--- config.mk ---
export PLATFORM = sky130hd
export DESIGN_NAME = ysyx_22041071_hazard_ctrl
export DESIGN_NICKNAME = d
export VERILOG_FILES = /design/src/rtl/ysyx_22041071_hazard_ctrl.sv
export SDC_FILE = /design/constraint.sdc
export NUM_CORES = 1
export LEC_CHECK = 0
export BUFFER_PORTS_ARGS = -buffer_cell sky130_fd_sc_hd__buf_2
export CAP_MARGIN = 20
export CORE_ASPECT_RATIO = 1.1
export CORE_MARGIN = 1.5
export CORE_UTILIZATION = 52
export DETAILED_ROUTE_END_ITERATION = 10
export GPL_ROUTABILITY_DRIVEN = 0
export PLACE_DENSITY = 0.89
export SLEW_MARGIN = 25
export SYNTH_ARGS = -nofsm -noshare
export SYNTH_HDL_FRONTEND = slang
export SYNTH_SLANG_ARGS = --single-unit
--- constraint.sdc ---
create_clock -name clk -period 2.2 [get_ports clk]
set_clock_uncertainty 0.2 [all_clocks]
set_input_delay 0.22 -clock clk [delete_from_list [all_inputs] [get_ports clk]]
set_output_delay 0.22 -clock clk [all_outputs]
set_load 0.02 [all_outputs]
--- src/rtl/ysyx_22041071_hazard_ctrl.sv ---
// ID->EX hazard scheduler: in-flight dest tracker, forward selects, load-use bubbles, redirect flush.
// Optional perf counters are built when YSYX_22041071_HZD_PERF_EN is defined.
module ysyx_22041071_hazard_ctrl #(
  parameter int unsigned REG_AW    = 5,
  parameter int unsigned FLUSH_CYC = 1,
  parameter int unsigned CNT_W     = 32
) (
  input  logic              clk,
  input  logic              reset,
`ifdef YSYX_22041071_HZD_PERF_EN
  output logic [CNT_W-1:0]  perf_stall_cyc,
  output logic [CNT_W-1:0]  perf_flush_cnt,
`endif
  input  logic              id_valid,
  input  logic [REG_AW-1:0] id_rs1,
  input  logic [REG_AW-1:0] id_rs2,
  input  logic              id_rs1_used,
  input  logic              id_rs2_used,
  input  logic [REG_AW-1:0] id_rd,
  input  logic              id_wen,
  input  logic              id_is_load,
  input  logic              ex_ready,
  input  logic              br_taken,
  output logic              id_ready,
  output logic              issue,
  output logic              ex_bubble,
  output logic [1:0]        fwd_sel1,
  output logic [1:0]        fwd_sel2,
  output logic              if_flush,
  output logic              stall_lu
);

  localparam int unsigned CntW = (FLUSH_CYC > 1) ? $clog2(FLUSH_CYC) : 1;
  localparam logic [CntW-1:0] CntInit = CntW'(FLUSH_CYC - 1);

  localparam logic [0:0] S_RUN   = 1'b0;
  localparam logic [0:0] S_FLUSH = 1'b1;

  // Tracker slot 0 = EX, 1 = MEM, 2 = WB.
  logic [2:0]        r_tk_v;
  logic [2:0]        r_tk_ld;
  logic [REG_AW-1:0] r_tk_rd [3];
  logic [0:0]        r_state;
  logic [CntW-1:0]   r_cnt;

  logic [0:0]        w_state_nxt;
  logic [CntW-1:0]   w_cnt_nxt;
  logic [2:0]        w_m1;
  logic [2:0]        w_m2;
  logic              w_run;
  logic              w_stall;
  logic              w_ready;
  logic              w_issue;
  logic              w_new_v;

  function automatic logic [1:0] sel_of(input logic [2:0] m);
    if (m[0])      return 2'd1;
    else if (m[1]) return 2'd2;
    else if (m[2]) return 2'd3;
    else           return 2'd0;
  endfunction

  always_comb begin
    for (int k = 0; k < 3; k++) begin
      w_m1[k] = id_rs1_used && (id_rs1 != '0) && r_tk_v[k] && (r_tk_rd[k] == id_rs1);
      w_m2[k] = id_rs2_used && (id_rs2 != '0) && r_tk_v[k] && (r_tk_rd[k] == id_rs2);
    end
  end

  assign w_run   = (r_state == S_RUN);
  assign w_stall = id_valid & (w_m1[0] | w_m2[0]) & r_tk_ld[0];
  assign w_ready = w_run & ~br_taken & ~w_stall & ex_ready;
  assign w_issue = id_valid & w_ready;
  assign w_new_v = w_issue & id_wen & (id_rd != '0);

  // All outputs are forced quiet while reset is held.
  assign id_ready  = reset & w_ready;
  assign issue     = reset & w_issue;
  assign ex_bubble = reset & ex_ready & ~w_issue;
  assign fwd_sel1  = (reset & id_valid) ? sel_of(w_m1) : 2'd0;
  assign fwd_sel2  = (reset & id_valid) ? sel_of(w_m2) : 2'd0;
  assign if_flush  = reset & (br_taken | ~w_run);
  assign stall_lu  = reset & w_stall;

  always_comb begin
    w_state_nxt = r_state;
    w_cnt_nxt   = r_cnt;
    if (br_taken) begin
      w_state_nxt = S_FLUSH;
      w_cnt_nxt   = CntInit;
    end else if ((r_state == S_FLUSH) && ex_ready) begin
      if (r_cnt == '0) w_state_nxt = S_RUN;
      else             w_cnt_nxt   = r_cnt - 1'b1;
    end
  end

  always_ff @(posedge clk or negedge reset) begin
    if (!reset) begin
      r_state <= S_RUN;
      r_cnt   <= '0;
    end else begin
      r_state <= w_state_nxt;
      r_cnt   <= w_cnt_nxt;
    end
  end

  always_ff @(posedge clk or negedge reset) begin
    if (!reset) begin
      r_tk_v  <= '0;
      r_tk_ld <= '0;
      for (int k = 0; k < 3; k++) r_tk_rd[k] <= '0;
    end else if (ex_ready) begin
      r_tk_v     <= {r_tk_v[1:0], w_new_v};
      r_tk_ld    <= {r_tk_ld[1:0], w_new_v & id_is_load};
      r_tk_rd[2] <= r_tk_rd[1];
      r_tk_rd[1] <= r_tk_rd[0];
      r_tk_rd[0] <= w_new_v ? id_rd : '0;
    end
  end

`ifdef YSYX_22041071_HZD_PERF_EN
  logic [CNT_W-1:0] r_stall_cyc;
  logic [CNT_W-1:0] r_flush_cnt;

  always_ff @(posedge clk or negedge reset) begin
    if (!reset) begin
      r_stall_cyc <= '0;
      r_flush_cnt <= '0;
    end else begin
      if (id_valid && !w_ready && !(&r_stall_cyc)) r_stall_cyc <= r_stall_cyc + 1'b1;
      if (br_taken && !(&r_flush_cnt))             r_flush_cnt <= r_flush_cnt + 1'b1;
    end
  end

  assign perf_stall_cyc = r_stall_cyc;
  assign perf_flush_cnt = r_flush_cnt;
`endif

endmodule

**After elaboration in Yosys (flattened, before gate mapping)**

Cells that the tools add are included.

- Input bits: 24
- Bits in latches: 0
- Memories kept: 0
- Memory bits (writable): 0
- Logic and storage cells: 72
- Output and inout bits: 9
- Bits in registers: 21
- Memory bits (read-only): 0

- Reductions and logical operators: 20
- Mux-type cells: 15
- Add/sub/neg operators: 1
- Divide/modulo/power cells: 0
- Bitwise logic cells: 22
- Eq/ne operators: 7
- Multipliers: 0
- Shift-type cells: 0
- Magnitude comparators: 0

Operator list:

| cell | count |
|---|---|
| == test 5 bit | 6 |
| bitwise AND 1 bit | 16 |
| two-way mux 2 bit | 8 |
| logical AND 1 bit | 15 |
| nonzero test 5 bit | 3 |
| two-way mux 1 bit | 6 |
| two-way mux 5 bit | 1 |
| NOT 1 bit | 4 |
| != test 2 bit, second input constant | 1 |
| bitwise OR 1 bit | 2 |
| AND reduction 2 bit | 1 |
| nonzero test 2 bit | 1 |
| subtractor 1 bit, second input constant | 1 |

**Logic depth before layout (Yosys ltp)**

- Depth in word-level cells: 14
- Mapped depth: 7
- Gate-level depth less buffers: 5

**Worst setup path after synthesis**

OpenSTA, ideal clock, no wires.

- Path type: input port to output port
- From: input port id_rs2[1]
- To: output port issue
- Stages on the path: 6
- Path slack: -0.017 ns
- Path buffers: 1
- Data required time: 1.780 ns
- Data arrival time: 1.797 ns
- Cell sequence: or4_1 o21a_1 nand4_1 a21oi_2 buf_6 nor3b_1

- Longest elaborated chain between the ends: 12
- Elaborated cells on any way between the ends: 13
- Classes of those cells: eq/ne: 1; bitwise: 8; reduce/logical: 4

RTL lines:

| item | RTL line | RTL |
|---|---|---|
| start: declaration | 16 | `input logic [REG_AW-1:0] id_rs2,` |
| nonzero test 5 bit | 66 | `w_m2[k] = id_rs2_used && (id_rs2 != '0) && r_tk_v[k] && (r_tk_rd[k] == id_rs2);` |
| logical AND 1 bit (2 in series) | 66 |  |
| logical AND 1 bit (*) | 66 |  |
| bitwise OR 1 bit (*) | 71 | `assign w_stall = id_valid & (w_m1[0] \| w_m2[0]) & r_tk_ld[0];` |
| bitwise AND 1 bit (*) (2 in series) | 71 |  |
| NOT 1 bit (*) | 72 | `assign w_ready = w_run & ~br_taken & ~w_stall & ex_ready;` |
| bitwise AND 1 bit (*) (2 in series) | 72 |  |
| bitwise AND 1 bit (*) | 73 | `assign w_issue = id_valid & w_ready;` |
| bitwise AND 1 bit (*) | 78 | `assign issue = reset & w_issue;` |
| end: declaration | 25 | `output logic issue,` |

Every way passes the cells marked *; elsewhere a longest branch is shown, timed or not.

**Worst setup path after layout**

- From: register r_tk_rd[10] (netlist name)
- To: output port issue

- Longest elaborated chain between the ends: 10
- Elaborated cells on any way between the ends: 12
- Classes of those cells: eq/ne: 2; bitwise: 8; reduce/logical: 2

RTL lines:

| item | RTL line | RTL |
|---|---|---|
| start: declaration | 42 | `logic [REG_AW-1:0] r_tk_rd [3];` |
| == test 5 bit (on tied branches) | 65, 66 |  |
| logical AND 1 bit (on tied branches) | 65, 66 |  |
| bitwise OR 1 bit (*) | 71 |  |
| bitwise AND 1 bit (*) (2 in series) | 71 |  |
| NOT 1 bit (*) | 72 |  |
| bitwise AND 1 bit (*) (2 in series) | 72 |  |
| bitwise AND 1 bit (*) | 73 |  |
| bitwise AND 1 bit (*) | 78 |  |

Marks and branches as above.

==> out/qor.csv <==
stage,metric,value,unit
synthesis,Post-synth ARST share,100,%
grt,largest net degree at the start of global routing,16,
timing,final worst slack,-281,ps
final_layout,P&R area growth vs syn,35.5,%
drt,total wire length,3580,um
grt,initial antenna violation count,0,
synthesis,"Top FF cell, synth",dfrtp_1,
setup_path,slack of the worst reg-to-reg path,190,ps
setup_path,Crit Reg-Reg Endpoint,r_tk_rd[11],
setup_path,crit end category,output port,
timing,final hold vios,0,
timing,Fmax,403,MHz
drt,routed vias,1205,
synthesis,most common cell in the netlist,xor2_1,
synthesis,"flops & latches, synth",20,
timing,post-layout minimum cycle time,2480,ps
clock_network,CTS Buffer Depth,2,
die,Ports,33,
setup_path,Worst EP required,1780,ps
clock_network,CTS tree,built,
worst_hold_path,Hold WC Path Type,in2reg,
placed_design,Post-DP HPWL,2400,um
placed_design,Placed Instances,180,
setup_path,peak fanout along the critical path,5,
run_status,failing checks,setup timing,
clock_network,clk sinks,20,
worst_hold_path,hold depth,3,
worst_hold_path,hold_sp,ex_ready,
drt,vias per inst,6.06,
synthesis,cell taking the most area after synthesis,dfrtp_1,
grt,gr busiest metal,met2,
run,MaxCap Viol Count,0,
final_layout,layout cell share with drive strength beyond 1,42.6,%
drt,drc violations,0,
setup_path,Crit Path Category,reg2out,
synthesis,post-synth top area share,40.1,%
final_layout,Antenna Cells,0,
synthesis,"EDFF count, synth",0,
grt,global-route wire length before repair,5330,um
synthesis,Mapped Area,1250,um2
synthesis,syn_area_per_cell,10.5,um2
timing,Pins Over Slew Limit,0,
worst_hold_path,Hold EP,r_tk_rd[10],
die,core area,2250,um2
timing,measured slew at the worst slew-check pin,315,ps
synthesis,post-synthesis cell count,119,
clock_network,htree depth,1,
clock_network,worst-skew pair later-pin latency,310,ps
timing,Slew headroom,79.0,%
pwr,Peak VDD IR,0.432,mV
clock_network,Root Driver,clkbuf_4,
timing,final setup TNS,-1240,ps
timing,endpoints failing setup,8,
grt,Total GRT Usage,27.3,%
final_layout,fin cells,199,
drt,First-pass DRT Iterations,4,
grt,met3 Track Usage GR,4.64,%
timing,fin crit share,113,%
drt,routed len/inst,18.0,um
pwr,power density cells,447,nW/um2
grt,vias in the first global route,1113,
setup_path,WP data arrival,2060,ps
die,# rows,18,
drt,remaining antenna violation count,0,
synthesis,Yosys cell types,27,
run_status,status,"complete, but fails checks",
timing,RSZ-0062 raised after global routing,yes,
grt,GR Layer Usage met2,50.7,%
synthesis,Ys Warns,0,
final_layout,Layout Nets,194,
die,Die Area,2700,um2
synthesis,"top cells by count, synth","xor2_1, dfrtp_1, mux2_2, nand2_1",
setup_path,RR Startpoint,r_tk_rd[10],
die,die height,54.4,um
clock_network,CTS Buf Count,3,
pwr,static leakage,0.812,nW
die,Initial Utilization,55.4,%
setup_path,crit path launch type,flip-flop,
drt,Iteration-0 DRC Markers,33,
placed_design,Port Buf Inserts,32,
synthesis,Syn Nets,143,
synthesis,"Seq/Total Area, Yosys",40.1,%
grt,aggregate global routing overflow,0,
final_layout,# fillers,144,
synthesis,"top cells by area, synth","dfrtp_1, xor2_1, mux2_2",
setup_path,R2R depth,7,
clock_network,clock slew seen by the registers of the worst setup and hold paths,110,ps
grt,grt met1 use,29.9,%
die,Die W,49.7,um
[registers in the layout, summed over array words and instances (netlist names)]
name / count
r_tk_ld: 1
r_state: 1
r_tk_v: 3
r_tk_rd: 15
[per-layer routing]
| metal | part of all wire, % | vias to the layer above |
|---|---|---|
| li1 | - | 529 |
| met1 | 36 | 575 |
| met2 | 52 | 79 |
| met3 | 6.7 | 22 |
| met4 | 4.8 | 0 |
| met5 | 0 | - |
[logic make-up (layout without fill, tap and decap cells)]
| group | after synthesis | after routing | synth area share, % |
|---|---|---|---|
| XOR/XNOR | 30 | 30 | 21.0 |
| AND/OR/NAND/NOR | 31 | 31 | 14.0 |
| multiplexers | 12 | 12 | 10.8 |
| buffers and inverters | 7 | 57 | 2.81 |
| flip-flops | 20 | 20 | 40.1 |
| AO/OA/AOI/OAI | 19 | 19 | 11.2 |
[cell usage in the layout, fill, tap and decap left out, types with 2 or more instances in the layout]
master	n
mux2_2	12
xor2_1	23
xnor2_1	6
nand2_1	8
buf_6	3
inv_1	2
nand3_1	2
o21a_1	3
a21oi_2	2
dfrtp_2	4
dfrtp_1	16
nand2b_1	2
nand4_1	6
nor4_2	4
clkbuf_4	3
or4_1	3
o2bb2ai_1	6
a21oi_1	4
nor4_1	2
buf_4	13
dlygate4sd3_1	8
buf_2	26
[power breakdown]
group          internal [mW]  switching, mW  leakage (nW)
registers              0.377         0.0132         0.268
logic                 0.0686         0.0778         0.523
clock network          0.101          0.119        0.0210
[timing repair]
action / in CTS / in global routing
endpoints found under the setup margin: 8 / 9
pin swaps: 11 / 2
buffers inserted: 5 / 2
resized for setup: 10 / 10
hold buffers: 8 / 0
endpoints found under the hold margin: 27 / 0
[through the flow]
| step | util [%] | hold WS, ps | power (mW) | setup WS [ps] | cell area (um2) |
|---|---|---|---|---|---|
| floorplan | - | -276 | 0.453 | 115 | 1250 |
| global placement | 64.4 | -87.1 | 0.506 | 73.0 | 1450 |
| detailed placement | 64.4 | -77.3 | 0.515 | 39.0 | 1450 |
| CTS | 72.8 | 47.8 | 0.744 | -256 | 1640 |
| global route | 75.1 | 47.3 | 0.797 | -477 | 1690 |
| finish | 75.1 | 63.0 | 0.757 | -281 | 1690 |
[worst max path at each step]
stage,slack [ps],endpoint,from,depth (start not counted)
4_1_cts,-260,issue,r_tk_rd[14],7
3_3_place_gp,70,ex_bubble,id_rs1[1],7
6_report,-280,issue,r_tk_rd[10],8
5_1_grt,-480,issue,r_tk_rd[10],8
3_5_place_dp,40,ex_bubble,r_tk_rd[11],6
2_1_floorplan,120,stall_lu,r_tk_rd[11],6
[critical path: stages, from the launching register on]
cell	delay (ps)
dfrtp_1	450
buf_6	140
xor2_1	150
nor4_1	210
nand4_1	210
a21oi_2	250
buf_4	150
nor3b_2	30
buf_4	160
[final cells by class]
| class | instances | area [um2] | share of cell area (%) |
|---|---|---|---|
| Tap cell | 30 | 37.5 | 2.22 |
| Timing Repair Buffer | 50 | 342 | 20.2 |
| Sequential cell | 20 | 505 | 29.9 |
| Clock buffer | 4 | 36.3 | 2.14 |
| Inverter | 3 | 11.3 | 0.666 |
| Multi-Input combinational cell | 92 | 759 | 44.9 |
No activity file was read; power rests on OpenSTA's default activity.
